$ cat config.mk
export PLATFORM = sky130hd
export DESIGN_NAME = carry_propagation_packer
export DESIGN_NICKNAME = d
export VERILOG_FILES = /design/src/rtl/carry_propagation_packer.sv
export SDC_FILE = /design/constraint.sdc
export NUM_CORES = 1
export LEC_CHECK = 0
export ABC_AREA = 1
export CAP_MARGIN = 5
export CORE_UTILIZATION = 50
export CTS_CLUSTER_DIAMETER = 60
export CTS_CLUSTER_SIZE = 30
export DETAILED_ROUTE_END_ITERATION = 8
export PLACE_DENSITY = 0.76
export SYNTH_ARGS = -nofsm -noshare
export SYNTH_HDL_FRONTEND = slang
export SYNTH_SLANG_ARGS = --single-unit
$ cat constraint.sdc
create_clock -name general_clk -period 2.02 [get_ports general_clk]
set_clock_uncertainty 0.1 [all_clocks]
set_input_delay 0.404 -clock general_clk [delete_from_list [all_inputs] [get_ports general_clk]]
set_output_delay 0.404 -clock general_clk [all_outputs]
set_load 0.01 [all_outputs]
$ cat src/rtl/carry_propagation_packer.sv
// Carry propagation packer: resolves carries from the arithmetic encoder's 9-bit
// chunks over one held byte plus a run of 0xFF bytes, and emits final bitstream
// bytes over a valid/ready handshake. A flush drains the held state at end of frame.
module carry_propagation_packer #(
  parameter int unsigned GENERAL_RUN_WIDTH = 16
) (
  input  logic       general_clk,
  input  logic       reset,
  input  logic       in_valid,
  input  logic [8:0] in_chunk,
  output logic       in_ready,
  input  logic       flush_req,
  output logic       out_valid,
  output logic [7:0] out_byte,
  output logic       out_last,
  input  logic       out_ready,
  output logic       flush_done,
  output logic       carry_err,
  output logic       run_ovf
);

  localparam int unsigned RW = GENERAL_RUN_WIDTH;
  localparam logic [RW-1:0] RunMax  = '1;
  localparam logic [RW-1:0] RunZero = '0;
  localparam logic [RW-1:0] RunOne  = RW'(1);

  typedef enum logic [1:0] {
    StIdle,
    StEmitHead,
    StEmitRun,
    StFlushHead
  } state_e;

  state_e        state_q, state_d;

  // Held byte awaiting a possible carry, and the count of 0xFF bytes behind it.
  logic          pend_q, pend_d;
  logic [7:0]    hold_q, hold_d;
  logic [RW-1:0] run_q, run_d;

  // Emission registers: one head byte followed by e_cnt copies of the fill byte.
  logic [7:0]    e_head_q, e_head_d;
  logic [7:0]    e_fill_q, e_fill_d;
  logic [RW-1:0] e_cnt_q, e_cnt_d;
  logic          e_last_q, e_last_d;

  logic          flush_done_q, flush_done_d;
  logic          carry_err_q, carry_err_d;
  logic          run_ovf_q, run_ovf_d;

  logic          chunk_carry;
  logic [7:0]    chunk_byte;

  assign chunk_carry = in_chunk[8];
  assign chunk_byte  = in_chunk[7:0];

  // State registers; synchronous reset drops any in-flight emission.
  always_ff @(posedge general_clk) begin
    if (reset) begin
      state_q      <= StIdle;
      pend_q       <= 1'b0;
      hold_q       <= 8'h00;
      run_q        <= RunZero;
      e_head_q     <= 8'h00;
      e_fill_q     <= 8'h00;
      e_cnt_q      <= RunZero;
      e_last_q     <= 1'b0;
      flush_done_q <= 1'b0;
      carry_err_q  <= 1'b0;
      run_ovf_q    <= 1'b0;
    end else begin
      state_q      <= state_d;
      pend_q       <= pend_d;
      hold_q       <= hold_d;
      run_q        <= run_d;
      e_head_q     <= e_head_d;
      e_fill_q     <= e_fill_d;
      e_cnt_q      <= e_cnt_d;
      e_last_q     <= e_last_d;
      flush_done_q <= flush_done_d;
      carry_err_q  <= carry_err_d;
      run_ovf_q    <= run_ovf_d;
    end
  end

  // Next-state: chunk intake and flush in idle, byte sequencing while emitting.
  always_comb begin
    state_d      = state_q;
    pend_d       = pend_q;
    hold_d       = hold_q;
    run_d        = run_q;
    e_head_d     = e_head_q;
    e_fill_d     = e_fill_q;
    e_cnt_d      = e_cnt_q;
    e_last_d     = e_last_q;
    flush_done_d = 1'b0;
    carry_err_d  = carry_err_q;
    run_ovf_d    = run_ovf_q;

    case (state_q)
      StIdle: begin
        if (in_valid) begin
          if (!pend_q) begin
            // A carry with nothing held has nowhere to go.
            if (chunk_carry) begin
              carry_err_d = 1'b1;
            end
            hold_d = chunk_byte;
            pend_d = 1'b1;
            run_d  = RunZero;
          end else if (chunk_carry) begin
            // Carry ripples through the held byte; the 0xFF run wraps to 0x00.
            if (hold_q == 8'hFF) begin
              carry_err_d = 1'b1;
            end
            e_head_d = hold_q + 8'd1;
            e_fill_d = 8'h00;
            e_cnt_d  = run_q;
            e_last_d = 1'b0;
            hold_d   = chunk_byte;
            run_d    = RunZero;
            state_d  = StEmitHead;
          end else if (chunk_byte == 8'hFF) begin
            // A 0xFF may still absorb a future carry, so only count it.
            if (run_q == RunMax) begin
              run_ovf_d = 1'b1;
            end else begin
              run_d = run_q + RunOne;
            end
          end else begin
            // A non-0xFF byte settles everything ahead of it.
            e_head_d = hold_q;
            e_fill_d = 8'hFF;
            e_cnt_d  = run_q;
            e_last_d = 1'b0;
            hold_d   = chunk_byte;
            run_d    = RunZero;
            state_d  = StEmitHead;
          end
        end else if (flush_req) begin
          if (pend_q) begin
            e_head_d = hold_q;
            e_fill_d = 8'hFF;
            e_cnt_d  = run_q;
            e_last_d = 1'b1;
            state_d  = StFlushHead;
          end else begin
            flush_done_d = 1'b1;
          end
          pend_d = 1'b0;
          run_d  = RunZero;
        end
      end

      StEmitHead, StFlushHead: begin
        if (out_ready) begin
          if (e_cnt_q == RunZero) begin
            state_d      = StIdle;
            flush_done_d = e_last_q;
          end else begin
            state_d = StEmitRun;
          end
        end
      end

      StEmitRun: begin
        if (out_ready) begin
          e_cnt_d = e_cnt_q - RunOne;
          if (e_cnt_q == RunOne) begin
            state_d      = StIdle;
            flush_done_d = e_last_q;
          end
        end
      end

      default: begin
        state_d = StIdle;
      end
    endcase
  end

  // Outputs come only from registered state, so there is no input-to-output path.
  always_comb begin
    in_ready  = 1'b0;
    out_valid = 1'b0;
    out_byte  = 8'h00;
    out_last  = 1'b0;
    case (state_q)
      StIdle: begin
        in_ready = 1'b1;
      end
      StEmitHead, StFlushHead: begin
        out_valid = 1'b1;
        out_byte  = e_head_q;
        out_last  = e_last_q && (e_cnt_q == RunZero);
      end
      StEmitRun: begin
        out_valid = 1'b1;
        out_byte  = e_fill_q;
        out_last  = e_last_q && (e_cnt_q == RunOne);
      end
      default: begin
        in_ready = 1'b0;
      end
    endcase
  end

  assign flush_done = flush_done_q;
  assign carry_err  = carry_err_q;
  assign run_ovf    = run_ovf_q;

endmodule

==> results.json <==
{
  "die_x_um": 83.3,
  "p_per_area_nw_per_um2": 970,
  "clock_path_buffers": 2,
  "gp_congestion": 0.886,
  "port_buffers": 27,
  "synthToLayoutAreaGrowth_pct": 24.6,
  "fillers": 547,
  "synth_warnings": 0,
  "period_share_pct": 103,
  "maxSlewViolCount": 0,
  "grt_pass1_wl_mm": 14.6,
  "critPathRequiredTime_ns": 1.52,
  "pwr-share-comb_pct": 49.1,
  "ioPinCount": 28,
  "internal-power_w": 0.00241,
  "coreArea_um2": 6350,
  "r2r_setup_slack_ns": 0.18,
  "setup_ws_ns": -0.0532,
  "cts_tree": "yes",
  "ys_ff_latch": 56,
  "dpl.hpwl_mm": 6.25,
  "hold_violations": 0,
  "worst_path_max_delay_cell": "dfxtp_2",
  "yosys.area.top_type": "dfxtp_1",
  "grt_max_degree": 27,
  "critPathArrivalTime_ns": 1.57,
  "power_frac_seq_pct": 34.3,
  "die_height_um": 83.3,
  "power_switching_w": 0.00159,
  "drc": 0,
  "rsz0062_at_grt": "true",
  "ys_seq_area_share_pct": 33.9,
  "critPathMaxStageDelay_ns": 0.34,
  "dr.pass1.iters": 5,
  "antenna_found_initial": 0,
  "synth_area_per_cell_um2": 6.38,
  "rows": 29,
  "worst_pin_slew_ns": 0.412,
  "grt_usage_pct": 25.4,
  "synth_flop_cell": "dfxtp_1",
  "wirelength_mm": 8.43,
  "timing.final.crit_period_ns": 2.07,
  "cpMostUsedCell": "nand2_1",
  "path_clk_slew_ns": 0.10,
  "yosysMostFrequentCell": "nand2_1",
  "worstPathCellList": "inv_2 -> buf_6 -> ha_4 -> nand2_2 -> nor2_1 -> nand2_1 -> nand2_1 -> nand2_1 -> inv_1 -> nand2_1 -> nor2_1 -> buf_2",
  "tritoncts.num_buffers": 5,
  "antenna_cells": 0,
  "whs_ns": 0.357,
  "ys_top_cells_by_area": "dfxtp_1 (34%), nand2_1 (14%), nor2_1 (9.9%)",
  "finalSetupTns_ns": -0.0532,
  "synth_top_area_share_pct": 33.9,
  "synth-edff-count": 0,
  "dieArea_um2": 6940,
  "ant_nets": 0,
  "drive_gt1_share_pct": 17.3,
  "crit_type": "flop to output pin",
  "clock_sinks": 56,
  "startpoint_type": "flop",
  "num_vias": 3510,
  "async_flop_share_pct": 0,
  "synth_area_um2": 3300,
  "ys_types": 33,
  "layout.nets": 608,
  "critPathCaptureType": "output pin",
  "clock_latency_ns": 0.32,
  "hold_class": "flop to flop",
  "overflow": 0,
  "syn_inst": 518,
  "synthesis.nets": 536,
  "synthTopCellsByCount": "nand2_1 (125), nor2_1 (87), dfxtp_1 (56), inv_1 (56), a21oi_1 (38)",
  "total_leakage_power_nw": 1.85,
  "avgRoutedWirePerCell_um": 12.6,
  "root_buffer": "clkbuf_8",
  "max_cap_violations": 0,
  "h-tree-depth": 2,
  "drt_iter0_drc": 188,
  "max_freq_mhz": 482,
  "routed_via_density": 5.26,
  "crit_fanout": 2,
  "initial_core_util_pct": 52.0,
  "power_frac_clock_pct": 16.6,
  "status": "finished with violations",
  "slew_headroom_pct": 72.5,
  "grt_pass1_vias": 3316,
  "max-vdd-ir-drop_mv": 0.587,
  "setup_viol_count_final": 1,
  "p_sw_share_pct": 39.7,
  "violations": "setup timing"
}
-- cells by family (layout without fill, tap and decap cells) --
logic type	Yosys count	count (layout)	share of synthesized area, %
AOI/OAI and AO/OA	91	91	14.5
and+or+nand+nor	278	278	37.0
adders and majority gates	4	4	1.51
xor gates and xnor gates	11	11	2.92
buffers and inverters	78	150	10.1
DFF	56	56	33.9
-- metrics by stage --
| stage | util (%) | setup slack, ns | std cells | cell area (um2) | total power (W) |
|---|---|---|---|---|---|
| finish | 64.8 | -0.0532 | 667 | 4120 | 0.00399 |
| CTS | 63.9 | -0.0404 | 665 | 4060 | 0.00388 |
| floorplan | - | 0.222 | 518 | 3300 | 0.00252 |
| global placement | 62.4 | -0.135 | 658 | 3970 | 0.00318 |
| detailed placement | 62.4 | -0.155 | 658 | 3970 | 0.00323 |
| global route | 64.8 | -0.183 | 667 | 4120 | 0.00429 |
-- state kept, by name, indices dropped and copies added, names as in the netlist --
register	flops
flush_done	1
pend_q	1
hold_q	8
run_q	16
carry_err	1
run_ovf	1
e_head_q	8
e_last_q	1
e_cnt_q	16
state_q	2
e_fill_q	1
-- layout make-up --
cell class	instances	area, um2	share of cell area (%)
Multi-Input combinational cell	384	1900	46.2
Sequential cell	56	1120	27.3
Clock buffer	7	96.3	2.34
Inverter	61	229	5.56
Tap cell	77	96.3	2.34
Timing Repair Buffer	82	669	16.3
-- per-layer routing --
layer | wire (um) | GRT usage (%) | vias to the layer above
met5 | 0 | 0 | -
met2 | 3840 | 40.3 | 103
met4 | 118 | 7.52 | 0
li1 | - | - | 1804
met3 | 490 | 4.27 | 11
met1 | 3980 | 35.3 | 1592
-- final timing paths --
| check | start | to | cells after the start |
|---|---|---|---|
| min | e_head_q[4] | e_head_q[4] | 2 |
| min reg2reg | e_head_q[4] | e_head_q[4] | 2 |
| max | e_cnt_q[1] | out_last | 12 |
| max reg2reg | state_q[0] | e_cnt_q[10] | 9 |
-- repair_timing --
item | 4_1_cts | 5_1_grt
cloned | 0 | 0
gates resized for setup | 18 | 15
setup buffers | 0 | 2
hold buffers | 0 | 0
pin swaps | 1 | 7
setup endpoints to repair | 11 | 1
-- cell usage in the layout, fill, tap and decap left out --
master           instances
nand4_1                  9
inv_1                   54
a211oi_1                 2
o21ai_2                  1
a21oi_2                  1
o22ai_1                  1
clkdlybuf4s50_1         16
ha_4                     2
buf_6                    1
o21a_1                   1
nor2_2                   7
o211ai_1                 1
nand2_4                  3
dlygate4sd2_1           10
nor2_1                  83
o21ai_0                 31
a31oi_1                  5
nor2_8                   1
nand2_2                  6
nand3_2                  5
ha_1                     2
buf_2                    1
inv_2                    6
a21oi_1                 38
buf_4                   54
nand3_1                 35
clkinv_1                 1
nor2_4                   4
clkbuf_8                 7
xnor2_1                  3
dfxtp_2                  3
nand2_1                121
xor2_1                   8
dfxtp_1                 53
nor3_1                   3
nor4_1                   1
o21ai_1                 10
-- worst max-delay path: cells and delay by family (launching register included) --
| family | cells | cell delay, ns |
|---|---|---|
| AND/OR/NAND/NOR | 7 | 0.42 |
| buffers and inverters | 4 | 0.38 |
| flip-flops | 1 | 0.34 |
| adder cells (fa/ha/maj) | 1 | 0.12 |
-- power by group through the flow --
stage / Combinational (W) / Clock, W / Sequential [W]
floorplan: 0.00113 / 0 / 0.00139
global placement: 0.00180 / 0 / 0.00138
detailed placement: 0.00184 / 0 / 0.00139
CTS: 0.00184 / 0.000676 / 0.00136
global route: 0.00217 / 0.000722 / 0.00139
finish: 0.00196 / 0.000662 / 0.00137
Note: power is estimated with default switching activity, not from simulation.
